===== config.mk =====
export PLATFORM = sky130hd
export DESIGN_NAME = reg_read_multi
export DESIGN_NICKNAME = d
export VERILOG_FILES = /design/src/rtl/reg_read_multi.sv
export SDC_FILE = /design/constraint.sdc
export NUM_CORES = 2
export LEC_CHECK = 0
export CAP_MARGIN = 20
export CORE_UTILIZATION = 31
export DETAILED_ROUTE_END_ITERATION = 10
export HOLD_SLACK_MARGIN = 0.12
export PLACE_DENSITY = 0.57
export RECOVER_POWER = 50
export SLEW_MARGIN = 20
export SYNTH_ARGS = -nofsm -noshare
export SYNTH_HDL_FRONTEND = slang
export SYNTH_SLANG_ARGS = --single-unit

===== constraint.sdc =====
create_clock -name clk -period 2.5 [get_ports clk]
set_input_delay 0.5 -clock clk [delete_from_list [all_inputs] [get_ports clk]]
set_output_delay 0.5 -clock clk [all_outputs]
set_load 0.01 [all_outputs]

===== src/rtl/reg_read_multi.sv =====
`default_nettype none
// ============================================================================
//  Module      : reg_read_multi
//  Description : Multi-lane register-read stage sitting between the scheduler
//                and the execute units. Each cycle a bundle of NUM_LANES
//                instructions may be accepted. Operands are resolved at
//                capture: physical register 0 reads as zero, otherwise the
//                lowest-index matching writeback bypass wins over the
//                register file value. Two bundle slots are held:
//                  OUT  - drives exec_* directly
//                  SKID - catches one bundle while OUT is stalled
//                Held operands keep snooping the bypass buses every cycle,
//                so a stalled instruction never goes stale.
//
//  Ports       : clk, rst (async, active-low)       clock / reset
//                flush                              drop OUT and SKID
//                sched_*                            scheduler bundle in
//                sched_ready                        bundle can be accepted
//                rf_src*_reg / rf_src*_val          register file read port
//                byp_valid / byp_preg / byp_val     writeback bypass buses
//                exec_*                             bundle to execute
//
//  Revision    : 1.0  initial release
// ============================================================================
module reg_read_multi #(
    parameter int  NUM_LANES  = 2,
    parameter int  NUM_BYPASS = 2,
    parameter int  NUM_PREGS  = 64,
    parameter int  DATA_W     = 32,
    localparam int PREG_W     = $clog2(NUM_PREGS)
) (
    input  logic                          clk,
    input  logic                          rst,
    input  logic                          flush,
    // scheduler side
    input  logic [NUM_LANES-1:0]          sched_fire_valid,
    output logic                          sched_ready,
    input  logic [NUM_LANES*DATA_W-1:0]   sched_pc,
    input  logic [NUM_LANES*DATA_W-1:0]   sched_imm_val,
    input  logic [NUM_LANES*PREG_W-1:0]   sched_src1_preg,
    input  logic [NUM_LANES*PREG_W-1:0]   sched_src2_preg,
    input  logic [NUM_LANES*PREG_W-1:0]   sched_dst_preg,
    // register file read port
    output logic [NUM_LANES*PREG_W-1:0]   rf_src1_reg,
    output logic [NUM_LANES*PREG_W-1:0]   rf_src2_reg,
    input  logic [NUM_LANES*DATA_W-1:0]   rf_src1_val,
    input  logic [NUM_LANES*DATA_W-1:0]   rf_src2_val,
    // writeback bypass buses
    input  logic [NUM_BYPASS-1:0]         byp_valid,
    input  logic [NUM_BYPASS*PREG_W-1:0]  byp_preg,
    input  logic [NUM_BYPASS*DATA_W-1:0]  byp_val,
    // execute side
    output logic [NUM_LANES-1:0]          exec_fire_valid,
    input  logic                          exec_ready,
    output logic [NUM_LANES*DATA_W-1:0]   exec_pc,
    output logic [NUM_LANES*DATA_W-1:0]   exec_imm_val,
    output logic [NUM_LANES*DATA_W-1:0]   exec_src1_val,
    output logic [NUM_LANES*DATA_W-1:0]   exec_src2_val,
    output logic [NUM_LANES*PREG_W-1:0]   exec_src1_preg,
    output logic [NUM_LANES*PREG_W-1:0]   exec_src2_preg,
    output logic [NUM_LANES*PREG_W-1:0]   exec_dst_preg
);

    localparam int LD_W = NUM_LANES * DATA_W;
    localparam int LP_W = NUM_LANES * PREG_W;

    // ------------------------------------------------------------------
    // Bundle storage
    // ------------------------------------------------------------------
    logic              r_alive;       // low during reset, high from first edge after
    logic [NUM_LANES-1:0] r_out_valid;
    logic [LD_W-1:0]   r_out_pc, r_out_imm, r_out_s1v, r_out_s2v;
    logic [LP_W-1:0]   r_out_s1p, r_out_s2p, r_out_dp;
    logic [NUM_LANES-1:0] r_skid_valid;
    logic [LD_W-1:0]   r_skid_pc, r_skid_imm, r_skid_s1v, r_skid_s2v;
    logic [LP_W-1:0]   r_skid_s1p, r_skid_s2p, r_skid_dp;

    // Next-state values
    logic [NUM_LANES-1:0] w_nxt_out_valid;
    logic [LD_W-1:0]   w_nxt_out_pc, w_nxt_out_imm, w_nxt_out_s1v, w_nxt_out_s2v;
    logic [LP_W-1:0]   w_nxt_out_s1p, w_nxt_out_s2p, w_nxt_out_dp;
    logic [NUM_LANES-1:0] w_nxt_skid_valid;
    logic [LD_W-1:0]   w_nxt_skid_pc, w_nxt_skid_imm, w_nxt_skid_s1v, w_nxt_skid_s2v;
    logic [LP_W-1:0]   w_nxt_skid_s1p, w_nxt_skid_s2p, w_nxt_skid_dp;

    // Incoming bundle after operand resolution
    logic [NUM_LANES-1:0] w_new_valid;
    logic [LD_W-1:0]   w_new_pc, w_new_imm, w_new_s1v, w_new_s2v;
    logic [LP_W-1:0]   w_new_s1p, w_new_s2p, w_new_dp;

    // Held operand values after this cycle's bypass snoop
    logic [LD_W-1:0]   w_out_s1v_snp, w_out_s2v_snp;
    logic [LD_W-1:0]   w_skid_s1v_snp, w_skid_s2v_snp;

    logic w_out_occ;
    logic w_skid_occ;
    logic w_accept;
    logic w_out_adv;

    // Lowest-index valid bypass whose preg matches wins; dflt otherwise.
    // Scanning high-to-low lets the lowest index overwrite last.
    function automatic logic [DATA_W-1:0] f_bypass(
        input logic [PREG_W-1:0] preg,
        input logic [DATA_W-1:0] dflt
    );
        logic [DATA_W-1:0] v;
        v = dflt;
        for (int k = NUM_BYPASS - 1; k >= 0; k--) begin
            if (byp_valid[k] && (byp_preg[k*PREG_W +: PREG_W] == preg)) begin
                v = byp_val[k*DATA_W +: DATA_W];
            end
        end
        return v;
    endfunction

    // Capture-time operand: preg 0 is the hardwired zero register.
    function automatic logic [DATA_W-1:0] f_operand(
        input logic [PREG_W-1:0] preg,
        input logic [DATA_W-1:0] rf_val
    );
        if (preg == '0) begin
            return '0;
        end
        return f_bypass(preg, rf_val);
    endfunction

    // Held snoop: only valid lanes with a real (nonzero) source update.
    function automatic logic [DATA_W-1:0] f_snoop(
        input logic              valid,
        input logic [PREG_W-1:0] preg,
        input logic [DATA_W-1:0] held
    );
        if (!valid || (preg == '0)) begin
            return held;
        end
        return f_bypass(preg, held);
    endfunction

    // ------------------------------------------------------------------
    // Handshake
    // ------------------------------------------------------------------
    assign w_out_occ   = |r_out_valid;
    assign w_skid_occ  = |r_skid_valid;
    // Purely registered: no path from exec_ready.
    assign sched_ready = r_alive && !w_skid_occ;
    assign w_accept    = sched_ready && (|sched_fire_valid);
    assign w_out_adv   = exec_ready || !w_out_occ;

    assign rf_src1_reg = sched_src1_preg;
    assign rf_src2_reg = sched_src2_preg;

    // ------------------------------------------------------------------
    // Incoming bundle; invalid lanes are zeroed so no stray data is held
    // ------------------------------------------------------------------
    always_comb begin
        w_new_valid = '0;
        w_new_pc    = '0;
        w_new_imm   = '0;
        w_new_s1p   = '0;
        w_new_s2p   = '0;
        w_new_dp    = '0;
        w_new_s1v   = '0;
        w_new_s2v   = '0;
        for (int l = 0; l < NUM_LANES; l++) begin
            if (sched_fire_valid[l]) begin
                w_new_valid[l]                 = 1'b1;
                w_new_pc[l*DATA_W +: DATA_W]   = sched_pc[l*DATA_W +: DATA_W];
                w_new_imm[l*DATA_W +: DATA_W]  = sched_imm_val[l*DATA_W +: DATA_W];
                w_new_s1p[l*PREG_W +: PREG_W]  = sched_src1_preg[l*PREG_W +: PREG_W];
                w_new_s2p[l*PREG_W +: PREG_W]  = sched_src2_preg[l*PREG_W +: PREG_W];
                w_new_dp[l*PREG_W +: PREG_W]   = sched_dst_preg[l*PREG_W +: PREG_W];
                w_new_s1v[l*DATA_W +: DATA_W]  = f_operand(sched_src1_preg[l*PREG_W +: PREG_W],
                                                           rf_src1_val[l*DATA_W +: DATA_W]);
                w_new_s2v[l*DATA_W +: DATA_W]  = f_operand(sched_src2_preg[l*PREG_W +: PREG_W],
                                                           rf_src2_val[l*DATA_W +: DATA_W]);
            end
        end
    end

    // ------------------------------------------------------------------
    // Bypass snoop on held bundles
    // ------------------------------------------------------------------
    always_comb begin
        w_out_s1v_snp  = r_out_s1v;
        w_out_s2v_snp  = r_out_s2v;
        w_skid_s1v_snp = r_skid_s1v;
        w_skid_s2v_snp = r_skid_s2v;
        for (int l = 0; l < NUM_LANES; l++) begin
            w_out_s1v_snp[l*DATA_W +: DATA_W]  = f_snoop(r_out_valid[l],
                r_out_s1p[l*PREG_W +: PREG_W], r_out_s1v[l*DATA_W +: DATA_W]);
            w_out_s2v_snp[l*DATA_W +: DATA_W]  = f_snoop(r_out_valid[l],
                r_out_s2p[l*PREG_W +: PREG_W], r_out_s2v[l*DATA_W +: DATA_W]);
            w_skid_s1v_snp[l*DATA_W +: DATA_W] = f_snoop(r_skid_valid[l],
                r_skid_s1p[l*PREG_W +: PREG_W], r_skid_s1v[l*DATA_W +: DATA_W]);
            w_skid_s2v_snp[l*DATA_W +: DATA_W] = f_snoop(r_skid_valid[l],
                r_skid_s2p[l*PREG_W +: PREG_W], r_skid_s2v[l*DATA_W +: DATA_W]);
        end
    end

    // ------------------------------------------------------------------
    // Slot movement. SKID is always older than any accepted bundle, so
    // it moves to OUT first; a bundle accepted that same cycle lands in
    // SKID. sched_ready is low whenever SKID is occupied, so SKID never
    // has to hold its contents and take a new bundle at once.
    // ------------------------------------------------------------------
    always_comb begin
        w_nxt_out_valid  = r_out_valid;
        w_nxt_out_pc     = r_out_pc;
        w_nxt_out_imm    = r_out_imm;
        w_nxt_out_s1p    = r_out_s1p;
        w_nxt_out_s2p    = r_out_s2p;
        w_nxt_out_dp     = r_out_dp;
        w_nxt_out_s1v    = w_out_s1v_snp;
        w_nxt_out_s2v    = w_out_s2v_snp;
        w_nxt_skid_valid = r_skid_valid;
        w_nxt_skid_pc    = r_skid_pc;
        w_nxt_skid_imm   = r_skid_imm;
        w_nxt_skid_s1p   = r_skid_s1p;
        w_nxt_skid_s2p   = r_skid_s2p;
        w_nxt_skid_dp    = r_skid_dp;
        w_nxt_skid_s1v   = w_skid_s1v_snp;
        w_nxt_skid_s2v   = w_skid_s2v_snp;

        if (flush) begin
            w_nxt_out_valid  = '0;
            w_nxt_skid_valid = '0;
        end else if (w_out_adv) begin
            if (w_skid_occ) begin
                w_nxt_out_valid = r_skid_valid;
                w_nxt_out_pc    = r_skid_pc;
                w_nxt_out_imm   = r_skid_imm;
                w_nxt_out_s1p   = r_skid_s1p;
                w_nxt_out_s2p   = r_skid_s2p;
                w_nxt_out_dp    = r_skid_dp;
                w_nxt_out_s1v   = w_skid_s1v_snp;
                w_nxt_out_s2v   = w_skid_s2v_snp;
                if (w_accept) begin
                    w_nxt_skid_valid = w_new_valid;
                    w_nxt_skid_pc    = w_new_pc;
                    w_nxt_skid_imm   = w_new_imm;
                    w_nxt_skid_s1p   = w_new_s1p;
                    w_nxt_skid_s2p   = w_new_s2p;
                    w_nxt_skid_dp    = w_new_dp;
                    w_nxt_skid_s1v   = w_new_s1v;
                    w_nxt_skid_s2v   = w_new_s2v;
                end else begin
                    w_nxt_skid_valid = '0;
                end
            end else if (w_accept) begin
                w_nxt_out_valid = w_new_valid;
                w_nxt_out_pc    = w_new_pc;
                w_nxt_out_imm   = w_new_imm;
                w_nxt_out_s1p   = w_new_s1p;
                w_nxt_out_s2p   = w_new_s2p;
                w_nxt_out_dp    = w_new_dp;
                w_nxt_out_s1v   = w_new_s1v;
                w_nxt_out_s2v   = w_new_s2v;
            end else begin
                w_nxt_out_valid = '0;
            end
        end else if (w_accept) begin
            // OUT stalled: SKID is empty here because sched_ready was high.
            w_nxt_skid_valid = w_new_valid;
            w_nxt_skid_pc    = w_new_pc;
            w_nxt_skid_imm   = w_new_imm;
            w_nxt_skid_s1p   = w_new_s1p;
            w_nxt_skid_s2p   = w_new_s2p;
            w_nxt_skid_dp    = w_new_dp;
            w_nxt_skid_s1v   = w_new_s1v;
            w_nxt_skid_s2v   = w_new_s2v;
        end
    end

    // ------------------------------------------------------------------
    // State registers
    // ------------------------------------------------------------------
    always_ff @(posedge clk or negedge rst) begin
        if (!rst) begin
            r_alive      <= 1'b0;
            r_out_valid  <= '0;
            r_out_pc     <= '0;
            r_out_imm    <= '0;
            r_out_s1p    <= '0;
            r_out_s2p    <= '0;
            r_out_dp     <= '0;
            r_out_s1v    <= '0;
            r_out_s2v    <= '0;
            r_skid_valid <= '0;
            r_skid_pc    <= '0;
            r_skid_imm   <= '0;
            r_skid_s1p   <= '0;
            r_skid_s2p   <= '0;
            r_skid_dp    <= '0;
            r_skid_s1v   <= '0;
            r_skid_s2v   <= '0;
        end else begin
            r_alive      <= 1'b1;
            r_out_valid  <= w_nxt_out_valid;
            r_out_pc     <= w_nxt_out_pc;
            r_out_imm    <= w_nxt_out_imm;
            r_out_s1p    <= w_nxt_out_s1p;
            r_out_s2p    <= w_nxt_out_s2p;
            r_out_dp     <= w_nxt_out_dp;
            r_out_s1v    <= w_nxt_out_s1v;
            r_out_s2v    <= w_nxt_out_s2v;
            r_skid_valid <= w_nxt_skid_valid;
            r_skid_pc    <= w_nxt_skid_pc;
            r_skid_imm   <= w_nxt_skid_imm;
            r_skid_s1p   <= w_nxt_skid_s1p;
            r_skid_s2p   <= w_nxt_skid_s2p;
            r_skid_dp    <= w_nxt_skid_dp;
            r_skid_s1v   <= w_nxt_skid_s1v;
            r_skid_s2v   <= w_nxt_skid_s2v;
        end
    end

    // ------------------------------------------------------------------
    // Execute outputs come straight from OUT
    // ------------------------------------------------------------------
    assign exec_fire_valid = r_out_valid;
    assign exec_pc         = r_out_pc;
    assign exec_imm_val    = r_out_imm;
    assign exec_src1_val   = r_out_s1v;
    assign exec_src2_val   = r_out_s2v;
    assign exec_src1_preg  = r_out_s1p;
    assign exec_src2_preg  = r_out_s2p;
    assign exec_dst_preg   = r_out_dp;

endmodule
`default_nettype wire


==> metrics <==
fin crit share=between 90% and 100%; initial DRC count=4,380; I/O pins=695; gr usage total=about 32%; CP max stage delay=slightly below 0.7 ns; leak pwr=between 20 and 25 nW; Synth Area per Inst=approximately 8.3 um2; vias in the first global route=38,100; CTS max path bufs=3; clock slew seen by the registers of the worst setup and hold paths=approximately 0.060 ns; Die X=~350 um; Post-synth top flop=dfrtp_1; CP cell instances=clkdlybuf4s50_1 > buf_4 > clkdlybuf4s50_1; most common cell after layout, fill and taps aside=clkdlybuf4s50_1; Final Hold Violating Endpoints=0; max cap viols=0; 1st-pass router iterations=7; unrepaired setup endpoints after global routing=false; Crit Path Max Fanout=4; Die Y=345 um; Port Buffer Count=694; Slew Limit Fails=0; Starting Density=between 30% and 40%; Routed Antenna Nets=0; drt drc=0; pwr dens=approximately 680 nW/um2; most frequent cells in the layout=675 x clkdlybuf4s50_1, 588 x dfrtp_1, 545 x nand2_1, 361 x buf_4, 350 x nand3_1; Crit. End Element=primary output; Post-Syn Instances=4,376; grt total ovfl=0; CTS H-tree lvls=3; Worst Path Arrival=1.98 ns; relative slew slack=under 10%; share of post-route cells with drive strength above 1=between 10% and 20%; Mapped Area=approximately 37,000 um2; actual slew at the worst max-slew pin=about 1.4 ns; leading area contributor after synthesis=dfrtp_1; hold_ws=slightly above 0.4 ns; post-synth top area share=between 40% and 50%; NumNets Final=~5,600; min Tclk post-route=2.48 ns; die area=roughly 120,000 um2; Synth async-reset ratio=100%; post-synthesis sequential area ratio=between 40% and 50%; DP Area=slightly below 50,000 um2; EDFF count, synth=0; post-layout util=between 40 and 50%; synth top area cells=dfrtp_1 40%, nand2_1 5.6%, a31oi_1 5.0%; total CTS buffers=between 70 and 80; status=complete, no violations; Area growth, synth to finish=40.9%; Core Area=around 120,000 um2; CTS sink cnt=589; largest net degree at the start of global routing=about 170; final clock skew=0.0242 ns; max frequency=just over 400 MHz; Cell variety after synth=63; global-route wire length before repair=~280 mm; Crit Path Category=input pin to primary output; most used cell, CP=clkdlybuf4s50_1; Post-Route WL=a little under 200 mm; worst path required time=about 2 ns; flops & latches, synth=589; kind of start point of the critical path=input pin; post-synth net total=around 4,800; clk root buf=clkbuf_16; Yosys warning total=0; routed via count=40,000; Clock Latency Late Sink=roughly 0.68 ns; CP max stage cell=clkdlybuf4s50_1; final setup violation count=0; via density per instance=roughly 5.9; CTS tree=done; routability cong.=0.984; worst hold-check path type=input pin to flop; initial antenna violation count=27; Core Rows=125; Detailed Place HPWL=approximately 140 mm; Peak VDD IR=563 uV; fin area=51,500 um2; wire length per cell=just under 30 um
-- layout make-up --
cell class | count | area, um2
Inverter | 135 | 507
Sequential cell | 589 | 14700
Fill cell | 11300 | 65000
Clock buffer | 109 | 2140
Timing Repair Buffer | 1237 | 12800
Antenna cell | 10 | 25.0
Tap cell | 1524 | 1910
Multi-Input combinational cell | 3140 | 19000
Clock inverter | 25 | 299
-- metrics by stage --
step	instances	setup WS, ns	setup TNS, ns	power (mW)
after global routing	6764	0.000580	0	36.2
after floorplan	4376	0.267	0	17.5
after detailed placement	6622	-0.597	-118.71	23.8
after CTS	6759	0.00271	0	34.9
after global placement	6622	-0.575	-111.56	23.6
final	6769	0.0168	0	34.8
-- synthesized netlist by cell type (77+ instances only) --
master	n
nand2_1	546
a21oi_1	148
dfrtp_1	589
a211o_1	104
a31oi_1	293
inv_1	135
o21ai_0	134
xnor2_1	77
nor3_1	224
clkbuf_1	313
mux2i_1	152
a211oi_1	94
buf_2	117
nand3_1	351
nor2_1	349
-- repair_timing --
action / in CTS / in global routing
setup endpoints to repair: 5 / 16
hold endpoints to repair: 22 / 0
setup buffers: 2 / 0
hold buffers: 1 / 0
pin swaps: 1 / 1
resized for setup: 9 / 3
-- critical path, delay by kind of cell --
family	cells	cell delay (ns)
buffers and inverters	3	1.48
-- layer usage --
layer / GRT usage [%] / up-vias / share of wire [%]
li1: - / 17400 / -
met1: 40.2 / 19500 / 39
met2: 47.3 / 2591 / 42
met3: 11.4 / 511 / 12
met4: 18.5 / 34 / 6.8
met5: 0 / - / 0.12
-- report_power, final --
group / internal [mW] / switching (mW) / total [mW]
clock: 6.32 / 4.81 / 11.1
sequential: 11.6 / 1.53 / 13.1
combinational: 5.21 / 5.40 / 10.6
-- flip-flops by register name, summed over array words and instances (netlist names), 64 cells and up --
name,count
exec_imm_val,64
exec_pc,64
exec_src1_val,64
exec_src2_val,64
r_skid_imm,64
r_skid_pc,64
r_skid_s1v,64
r_skid_s2v,64
-- cell families after synthesis --
family	count (synthesis)	share of synthesized area (%)
AO/OA/AOI/OAI	1198	23.1
XOR/XNOR	144	3.45
buffers and inverters	647	7.86
flip-flops	589	40.3
multiplexers	189	5.30
other	1	0.0103
AND/OR/NAND/NOR	1608	19.9
-- worst paths after layout --
path,slack [ns],to,startpoint,depth (start not counted)
max,0.02,rf_src2_reg[6],sched_src2_preg[6],3
min,0.40,r_skid_imm[37]$_DFFE_PN0P_,sched_imm_val[37],3
max reg2reg,0.13,exec_src1_val[56]$_DFF_PN0_,exec_src1_preg[9]$_DFFE_PN0P_,8
min reg2reg,0.47,r_skid_imm[46]$_DFFE_PN0P_,r_skid_imm[46]$_DFFE_PN0P_,2
max in group asynchronous,0.31,exec_src1_val[56]$_DFF_PN0_,rst,3
min in group asynchronous,0.41,exec_src1_val[15]$_DFF_PN0_,rst,2
Power figures use the tool's default switching activity.
